<file path="src/rtl/enc_pkg.sv">
// Shared types and helpers for the one-hot/bit-vector encoder family.
// Provides the encoder state enum, default width and a constant-safe clog2.
package enc_pkg;

  typedef enum logic {
    ENC_IDLE = 1'b0,
    ENC_EMIT = 1'b1
  } enc_state_t;

  localparam int unsigned ENC_WIDTH_DEFAULT = 8;

  // Ceiling log2 usable in parameter/localparam expressions
  function automatic int unsigned clog2(input int unsigned value);
    int unsigned r;
    r = 0;
    while ((32'd1 << r) < value) begin
      r = r + 1;
    end
    return r;
  endfunction

endpackage

</file>
<file path="src/rtl/prio_index.sv">
// Combinational priority index: position of the lowest (or highest) set bit,
// plus flags for "exactly one bit set" and "any bit set".
module prio_index
  import enc_pkg::*;
#(
  parameter int unsigned WIDTH     = ENC_WIDTH_DEFAULT,
  parameter bit          MSB_FIRST = 1'b0,
  localparam int unsigned CODE_W   = clog2(WIDTH)
) (
  input  logic [WIDTH-1:0]  vec,
  output logic [CODE_W-1:0] index,
  output logic              single_bit,
  output logic              any_bit
);

  // Later loop iterations win, so scan towards the preferred end
  always_comb begin
    index = '0;
    if (MSB_FIRST) begin
      for (int i = 0; i < int'(WIDTH); i++) begin
        if (vec[i]) index = CODE_W'(i);
      end
    end else begin
      for (int i = int'(WIDTH) - 1; i >= 0; i--) begin
        if (vec[i]) index = CODE_W'(i);
      end
    end
  end

  // Clearing the lowest set bit leaves zero only for a single-bit vector
  always_comb begin
    any_bit    = |vec;
    single_bit = any_bit && ((vec & (vec - WIDTH'(1))) == '0);
  end

endmodule

</file>
<file path="src/rtl/onehot_encoder_8to3_seq.sv">
// Sequential bit-vector encoder: emits the index of every set bit, one beat each.
// Define ENC_MSB_FIRST_EN to emit highest index first instead of lowest.
module onehot_encoder_8to3_seq
  import enc_pkg::*;
#(
  parameter int unsigned  WIDTH  = ENC_WIDTH_DEFAULT,
  localparam int unsigned CODE_W = clog2(WIDTH),
  localparam int unsigned CNT_W  = CODE_W + 1
) (
  input  logic              clk,
  input  logic              rst_n,
  input  logic              in_valid,
  output logic              in_ready,
  input  logic [WIDTH-1:0]  in_data,
  output logic              out_valid,
  input  logic              out_ready,
  output logic [CODE_W-1:0] out_code,
  output logic              out_last,
  output logic              out_none,
  output logic [CNT_W-1:0]  out_cnt
);

`ifdef ENC_MSB_FIRST_EN
  localparam bit MSB_FIRST = 1'b1;
`else
  localparam bit MSB_FIRST = 1'b0;
`endif

  enc_state_t        state, state_d;
  logic [WIDTH-1:0]  pending, pending_d;
  logic [CNT_W-1:0]  cnt_d;
  logic [CNT_W-1:0]  popcnt;
  logic [CODE_W-1:0] idx_d;
  logic              single_d;
  logic              any_d;
  logic              accept;
  logic              beat_done;
  logic              emit_d;

  always_comb begin
    popcnt = '0;
    for (int i = 0; i < int'(WIDTH); i++) begin
      popcnt = popcnt + CNT_W'(in_data[i]);
    end
  end

  // Next-state: capture in IDLE, retire one bit per accepted beat in EMIT
  always_comb begin
    state_d   = state;
    pending_d = pending;
    cnt_d     = out_cnt;
    accept    = in_valid && in_ready;
    beat_done = out_valid && out_ready;
    case (state)
      ENC_IDLE: begin
        if (accept) begin
          pending_d = in_data;
          cnt_d     = popcnt;
          state_d   = ENC_EMIT;
        end
      end
      ENC_EMIT: begin
        if (beat_done) begin
          pending_d[out_code] = 1'b0;
          if (out_last) begin
            state_d = ENC_IDLE;
            cnt_d   = '0;
          end
        end
      end
      default: begin
        state_d   = ENC_IDLE;
        pending_d = '0;
        cnt_d     = '0;
      end
    endcase
    emit_d = (state_d == ENC_EMIT);
  end

  // Beat fields are pre-decoded from the next pending value so they leave a flop
  prio_index #(
    .WIDTH     (WIDTH),
    .MSB_FIRST (MSB_FIRST)
  ) u_prio (
    .vec        (pending_d),
    .index      (idx_d),
    .single_bit (single_d),
    .any_bit    (any_d)
  );

  // An empty pending while emitting can only mean an all-zero vector
  always_ff @(posedge clk) begin
    if (!rst_n) begin
      state     <= ENC_IDLE;
      pending   <= '0;
      in_ready  <= 1'b0;
      out_valid <= 1'b0;
      out_code  <= '0;
      out_last  <= 1'b0;
      out_none  <= 1'b0;
      out_cnt   <= '0;
    end else begin
      state     <= state_d;
      pending   <= pending_d;
      in_ready  <= (state_d == ENC_IDLE);
      out_valid <= emit_d;
      out_code  <= emit_d ? idx_d : '0;
      out_last  <= emit_d && (single_d || !any_d);
      out_none  <= emit_d && !any_d;
      out_cnt   <= cnt_d;
    end
  end

endmodule

</file>
<file path="config.mk">
export PLATFORM = sky130hd
export DESIGN_NAME = onehot_encoder_8to3_seq
export DESIGN_NICKNAME = d
export VERILOG_FILES = /design/src/rtl/enc_pkg.sv /design/src/rtl/prio_index.sv /design/src/rtl/onehot_encoder_8to3_seq.sv
export SDC_FILE = /design/constraint.sdc
export NUM_CORES = 1
export LEC_CHECK = 0
export BUFFER_PORTS_ARGS = -buffer_cell sky130_fd_sc_hd__clkbuf_2
export CAP_MARGIN = 30
export CORE_ASPECT_RATIO = 0.5
export CORE_MARGIN = 2
export CORE_UTILIZATION = 35
export DETAILED_ROUTE_END_ITERATION = 8
export GPL_TIMING_DRIVEN = 0
export HOLD_SLACK_MARGIN = 0.03
export PLACE_DENSITY = 0.58
export SETUP_SLACK_MARGIN = 0.5
export SYNTH_ARGS = -nofsm -noshare
export SYNTH_HDL_FRONTEND = slang
export SYNTH_HIERARCHICAL = 1
export SYNTH_SLANG_ARGS = --single-unit
</file>
<file path="constraint.sdc">
create_clock -name clk -period 9.7 [get_ports clk]
set_input_delay 1.94 -clock clk [delete_from_list [all_inputs] [get_ports clk]]
set_output_delay 1.94 -clock clk [all_outputs]
set_load 0.01 [all_outputs]
</file>
==> metrics.md, run 1 <==
| Metric | Value |
|---|---|
| P per Cell Area | 150 nW/um2 |
| Setup slack after layout | 5090 ps |
| Vias in the first global route | 964 |
| Vias per cell | 5.26 |
| Clock Power Share | 27.4% |
| FF-to-FF End | out_last$_SDFF_PN0_ |
| Drc violations | 0 |
| Most common cell after layout, fill and taps aside | clkbuf_2 |
| CTS buffer count | 3 |
| IO buf count | 22 |
| Die H | 45.2 um |
| DR WL/cell | 13.8 um |
| Die area | 3910 um2 |
| Sequential fraction of the synthesis area | 32.0% |
| CTS tree | done |
| Area Growth Syn to Fin | 17.3% |
| Worst Path Buf+Inv | 4 |
| R2R cell count | 9 |
| Synth Cell Area | 1190 um2 |
| Fraction of layout cells with a size suffix above 1 | 19.9% |
| Via count | 1,084 |
| Inst Count DP | 202 |
| Clock transition at the registers of the reported paths | 80 ps |
| Root Buffer | clkbuf_8 |
| Post-Syn Nets | 159 |
| R2R Setup Slk | 7160 ps |
| Slew Limit Fails | 0 |
| Fmax | 217 MHz |
| CP top delay family | adder cells |
| Hold Path Depth | 2 |
| Post-layout util | 44.7% |
| I/O pin count | 23 |
| Logic gate share of total power | 30.9% |
| Max Buffers Root-to-Sink | 2 |
| Commonest non-fill, non-tap cells in the layout | clkbuf_2, dfxtp_1, inv_1 |
| RSZ-0062 raised after global routing | false |
| Max rail drop VDD | 73.1 uV |
| Worst-path maximum fanout | 2 |
| Pleak | 0.594 nW |
| Final number of hold-violating endpoints | 0 |
| Die width | 86.4 um |
| Worst path required time | 9900 ps |
| CP max stage cell | fa_1 |
| Cell count after synthesis | 140 |
| H-tree depth | 1 |
| Post-CTS Setup Bufs | 0 |
| Top cell by count, worst path | fa_1 |
| Measured slew at the worst slew-check pin | 490 ps |
| GRT Residual Overflow | 0 |
| CP peak stage delay | 530 ps |
| Total track usage | 16.6% |
| Final WL | 2850 um |
| Worst skew pair latency | 260 ps |
| Max-slew headroom | 67.3% |
| RR Startpoint | state$_SDFF_PN0_ |
| Setup TNS Final | 0 ps |
| Nets@finish | 186 |
| Synth Register Bits | 19 |
| Dpl hpwl | 2200 um |
| Fill count | 321 |
| Antenna-violating nets left | 0 |
| Final worst path period share | 47.5% |
| Cts repair resizes | 0 |
| Initial Util | 38.1% |
| Clk sinks | 19 |
| Hold_buf cts | 0 |
| Synth unique cells | 37 |
| Pin count of the biggest net entering global routing | 11 |
| Switching share of power | 32.8% |
| Post-route insts no fill | 206 |
| Startpoint Class | input pin |
| First-pass GRT wire length | 4830 um |
| Clock skew | 3.32 ps |
| Worst hold-check path type | flop to flop |
| Endpoints failing setup | 0 |
| Routability cong. | 0.754 |
| Status | complete, no violations |
| GR peak layer | met1 |
| Critical Path End Type | flop |
| Post-place setup slack | 4820 ps |
| CP Data Arrival Time | 4810 ps |
| Worst Setup SP | in_data[0] |
| Row count | 14 |
| GR Layer Usage met1 | 25.5% |
| Min Tclk post-route | 4610 ps |
| Core ar. | 3120 um2 |
| HP Start | out_cnt[0]$_SDFFE_PN0P_ |
| Sw power | 0.0686 mW |
| Warnings from Yosys | 6 |
| Internal power | 0.140 mW |
| Syn_area_per_cell | 8.49 um2 |
| Sequential share of power | 41.7% |
| WS Path Type | input pin to flop |
| Worst hold path endpoint | out_cnt[0]$_SDFFE_PN0P_ |
| # Max-Cap Violations | 0 |
| Initial drt markers | 121 |
| # diodes | 0 |
| DRT Pass-1 Iters | 4 |
| M2 GR Usage | 23.1% |
| Initial antenna violation count | 0 |
| CP cell instances | clkbuf_2, fa_1, inv_1, fa_1, fa_1, inv_1, ha_1, inv_1, fa_1, xor2_1, or4_1, o21ai_1 |
| GR Util met3 | 4.39% |
| Hold slack | 449 ps |
-- registers in the layout (all words and copies together) (netlist names) --
register,cells
out_none,1
out_cnt,4
out_code,3
in_ready,1
state,1
out_last,1
pending,8
-- cell type report --
cell class	count	area [um2]	area share, %
multi-input combinational	99	722	51.8
sequential	19	380	27.3
timing repair buffer	22	110	7.90
inverter	16	60.1	4.31
tap	40	50.0	3.59
clock buffer	4	45.0	3.23
buffer	6	26.3	1.89
-- logic make-up after synthesis --
| family | count (synthesis) | share of synthesized area [%] |
|---|---|---|
| simple gates | 57 | 29.4 |
| compound gates | 32 | 19.2 |
| buf+inv | 22 | 7.26 |
| flops | 19 | 32.0 |
| fa+ha+maj | 8 | 10.7 |
| xor+xnor | 2 | 1.47 |
-- Yosys cell counts --
library cell  number  area [um2]
or2b_1             1        7.51
o21ai_1            2        10.0
nand3_1            9        45.0
nand4_1            1        6.26
o21bai_1           2        15.0
nand3b_1          12        90.1
nor4_1             2        12.5
or3_1              4        25.0
maj3_1             1        10.0
or4b_1             1        10.0
nand2_1            7        26.3
a2111oi_2          1        15.0
o22a_1             1        8.76
nor3_1             4        20.0
nand4b_1           1        8.76
inv_2              2        7.51
o211ai_2           1        12.5
o41ai_1            1        8.76
a31oi_1            8        50.1
inv_1             14        52.6
nor4_4             1        21.3
nand2b_1           4        25.0
nor2_1             5        18.8
a21oi_1            5        25.0
o21a_1             1        7.51
clkbuf_1           3        11.3
o311ai_1           2        17.5
and2_1             4        25.0
xor2_1             1        8.76
xnor2_1            1        8.76
dfxtp_1           19         380
buf_2              3        15.0
o211ai_1           7        52.6
ha_1               3        37.5
or4_1              1        7.51
o21ai_0            1        5.00
fa_1               4        80.1
-- how the worst max path moves through the flow --
stage	cells after the start	end	slack (ps)
final	12	out_cnt[2]$_SDFFE_PN0P_	5090
after global routing	12	out_cnt[2]$_SDFFE_PN0P_	4970
after CTS	12	out_cnt[2]$_SDFFE_PN0P_	5080
after detailed placement	12	out_cnt[2]$_SDFFE_PN0P_	4820
after global placement	12	out_cnt[2]$_SDFFE_PN0P_	4820
after floorplan	11	out_cnt[2]$_SDFFE_PN0P_	5050
-- tightest hold or removal path, stage by stage (launching register included) --
cell,delay (ps)
dfxtp_1,310
nand2_1,50
o21ai_1,50
-- power by group through the flow --
| stage | registers (mW) | clock network (mW) | logic, mW |
|---|---|---|---|
| 6_report | 0.0873 | 0.0573 | 0.0646 |
| 2_1_floorplan | 0.0898 | 0 | 0.0458 |
| 3_3_place_gp | 0.0889 | 0 | 0.0644 |
| 5_1_grt | 0.0880 | 0.0615 | 0.0735 |
| 4_1_cts | 0.0873 | 0.0574 | 0.0652 |
| 3_5_place_dp | 0.0890 | 0 | 0.0650 |
-- metal layers --
metal,vias up,routed length (um)
li1,562,-
met1,497,1560
met2,23,1120
met3,2,136
met4,0,27
met5,-,0
-- through the flow --
step	cell area [um2]	power (mW)
3_5_place_dp	1350	0.154
5_1_grt	1390	0.223
2_1_floorplan	1190	0.136
6_report	1390	0.209
3_3_place_gp	1350	0.153
4_1_cts	1390	0.210
(Power assumes the default switching activity.)
==> inputs of run 2 (changes only) <==
--- a/config.mk
+++ b/config.mk
@@ -5,6 +5,7 @@
 export SDC_FILE = /design/constraint.sdc
 export NUM_CORES = 1
 export LEC_CHECK = 0
+export ABC_AREA = 1
 export BUFFER_PORTS_ARGS = -buffer_cell sky130_fd_sc_hd__clkbuf_2
 export CAP_MARGIN = 30
 export CORE_ASPECT_RATIO = 0.5
@@ -13,7 +14,7 @@
 export DETAILED_ROUTE_END_ITERATION = 8
 export GPL_TIMING_DRIVEN = 0
 export HOLD_SLACK_MARGIN = 0.03
-export PLACE_DENSITY = 0.58
+export PLACE_DENSITY = 0.59
 export SETUP_SLACK_MARGIN = 0.5
 export SYNTH_ARGS = -nofsm -noshare
 export SYNTH_HDL_FRONTEND = slang
==> constraint.sdc (replaced) <==
create_clock -name clk -period 4.1 [get_ports clk]
set_input_delay 0.82 -clock clk [delete_from_list [all_inputs] [get_ports clk]]
set_output_delay 0.82 -clock clk [all_outputs]
set_load 0.01 [all_outputs]
==> metrics.md, run 2 <==
| Metric | Value |
|---|---|
| Fraction of layout cells with a size suffix above 1 | 17.4% (-2.4 points) |
| Hold_buf cts | 0 (unchanged) |
| Routability cong. | 0.811 (+7.6%) |
| Post-CTS Setup Bufs | 0 (unchanged) |
| Synth Cell Area | 1340 um2 (+13%) |
| Initial antenna violation count | 0 (unchanged) |
| DRT Pass-1 Iters | 4 (unchanged) |
| IO buf count | 21 (-4.5%) |
| Commonest non-fill, non-tap cells in the layout | nand2_1, inv_1, clkbuf_2 |
| Largest Register | pending |
| Die H | 47.7 um (+5.5%) |
| CP max stage cell | fa_1 |
| Max rail drop VDD | 125 uV (+72%) |
| Status | complete, no violations |
| Pin count of the biggest net entering global routing | 12 (+1) |
| CP peak stage delay | 530 ps (about the same) |
| Setup TNS Final | 0 ps (unchanged) |
| Worst hold-check path type | flop to flop |
| Cell count after synthesis | 210 (+50%) |
| Via count | 1,280 (+18%) |
| Initial drt markers | 63 (-48%) |
| # diodes | 0 (unchanged) |
| Worst path required time | 4280 ps (-5620 ps) |
| Fmax | 306 MHz |
| Root Buffer | clkbuf_8 |
| Antenna-violating nets left | 0 (unchanged) |
| Pleak | 0.868 nW (+46%) |
| Area Growth Syn to Fin | 16.1% |
| Most frequent cell after synthesis | nand2_1 |
| H-tree depth | 1 (unchanged) |
| Drc violations | 0 (unchanged) |
| Clock skew | 3.11 ps (-0.215 ps) |
| Slew Limit Fails | 0 (unchanged) |
| Min Tclk post-route | 3270 ps |
| Synth Register Bits | 19 (unchanged) |
| Post-Syn Nets | 229 (+44%) |
| Ys flop type | dfxtp_1 |
| Total track usage | 14.1% (-2.6 points) |
| Final worst path period share | 79.7% |
| Core ar. | 3550 um2 (+14%) |
| P per Cell Area | 332 nW/um2 (+120%) |
| Max-slew headroom | 81.0% (+14 points) |
| Cts repair resizes | 0 (unchanged) |
| Vias per cell | 4.48 (-15%) |
| R2R Setup Slk | 2270 ps (-4890 ps) |
| CP Data Arrival Time | 3450 ps (-1360 ps) |
| First-pass GRT wire length | 4670 um (-3.3%) |
| CTS tree | done |
| Post-place setup slack | 564 ps (-4260 ps) |
| Final number of hold-violating endpoints | 0 (unchanged) |
| Critical Path End Type | flop |
| Fill count | 397 (+24%) |
| I/O pin count | 23 (unchanged) |
| Final WL | 2930 um (+2.7%) |
| GRT Residual Overflow | 0 (unchanged) |
| Startpoint Class | input pin |
| Regs by FF count | pending: 8 flops, out_cnt: 4 flops, out_code: 3 flops |
| Die width | 91.4 um (+5.8%) |
| Synth unique cells | 24 (-35%) |
| Die area | 4360 um2 (+12%) |
| Dpl hpwl | 2440 um (+11%) |
| Clk sinks | 19 (unchanged) |
| Setup slack after layout | 834 ps (-4260 ps) |
| Top cells by area, synth | dfxtp_1, nand2_1, inv_1 |
| Endpoints failing setup | 0 (unchanged) |
| Measured slew at the worst slew-check pin | 283 ps (-207 ps) |
| DR WL/cell | 10.2 um (-26%) |
| Worst-path maximum fanout | 2 (unchanged) |
| CP cell instances | clkbuf_2, fa_1, inv_1, fa_1, fa_1, inv_1, ha_1, inv_1, fa_1, nor2_1, nand2_1, a21oi_1 |
| Max Buffers Root-to-Sink | 2 (unchanged) |
| Post-synth EDFFs | 0 (unchanged) |
| Clock transition at the registers of the reported paths | 70 ps (about the same) |
| Nets@finish | 255 (+37%) |
| Largest register FFs | 8 (unchanged) |
| # Max-Cap Violations | 0 (unchanged) |
| Sequential fraction of the synthesis area | 28.4% (-3.6 points) |
| WS Path Type | input pin to flop |
| Syn_area_per_cell | 6.37 um2 (-25%) |
| RSZ-0062 raised after global routing | false |
| Most common cell after layout, fill and taps aside | nand2_1 |
| Async SR Flop Fraction | 0% (unchanged) |
| CTS buffer count | 3 (unchanged) |
| Worst Path Buf+Inv | 4 (unchanged) |
| Warnings from Yosys | 6 (unchanged) |
| CP top delay family | adder cells |
| Yosys top cell by area | dfxtp_1 |
| Initial Util | 37.7% (-0.41 points) |
| Vias in the first global route | 1,040 (+7.9%) |
| Row count | 15 (+1) |
| Top cell by count, worst path | fa_1 |
| Worst skew pair latency | 250 ps (about the same) |
| Most common library cells after synthesis | nand2_1, inv_1, dfxtp_1, nand3_1, nor2_1 |
| Synth top area share | 28.4% (-3.6 points) |
| Post-layout util | 43.8% (-0.93 points) |
-- run 2: kinds of logic (layout without fill, tap and decap cells) --
family,count (synthesis),in the layout,share of synthesized area (%)
compound gates,22,22,9.45
fa+ha+maj,7,7,8.79
buf+inv,43,68,14.0
flops,19,19,28.4
simple gates,119,119,39.3
-- run 2: through the flow --
| step | instance area, um2 | std cells | hold WS [ps] | total power [mW] |
|---|---|---|---|---|
| detailed placement | 1510 | 282 | 475 | 0.391 |
| global route | 1550 | 286 | 513 | 0.557 |
| floorplan | 1340 | 210 | 506 | 0.344 |
| CTS | 1550 | 286 | 487 | 0.522 |
| finish | 1550 | 286 | 483 | 0.515 |
| global placement | 1510 | 282 | 466 | 0.388 |
-- run 2: per-layer routing --
| layer | track usage (%) | routed length (um) |
|---|---|---|
| met2 | 23.5 | 1290 |
| met1 | 19.2 | 1480 |
| met4 | 2.73 | 20 |
| met3 | 3.62 | 134 |
| met5 | 0 | 0 |
-- run 2: path summary, 6_finish.rpt --
check / from / to / depth (start not counted)
setup / recovery: in_data[0] / out_cnt[1]$_SDFFE_PN0P_ / 12
hold / removal: out_cnt[2]$_SDFFE_PN0P_ / out_cnt[2]$_SDFFE_PN0P_ / 2
setup reg to reg: state$_SDFF_PN0_ / out_last$_SDFF_PN0_ / 11
hold reg to reg: out_cnt[2]$_SDFFE_PN0P_ / out_cnt[2]$_SDFFE_PN0P_ / 2
-- run 2: layout make-up --
cell class | count | area (um2) | area share [%]
timing repair buffer | 21 | 105 | 6.77
buffer | 4 | 41.3 | 2.66
sequential | 19 | 380 | 24.5
clock inverter | 1 | 5.00 | 0.322
clock buffer | 3 | 41.3 | 2.66
multi-input combinational | 148 | 769 | 49.6
inverter | 39 | 146 | 9.43
tap | 51 | 63.8 | 4.11
-- run 2: where the power goes --
group          internal, mW  total, mW  switching [mW]
Combinational        0.0696      0.180           0.110
Clock                0.0675      0.130          0.0621
Sequential            0.198      0.206         0.00842
-- run 2: worst min-delay path, cell delays in order, from the launching register on --
cell and delay [ps]:
dfxtp_1 310, nor2_1 90, nor2_1 50
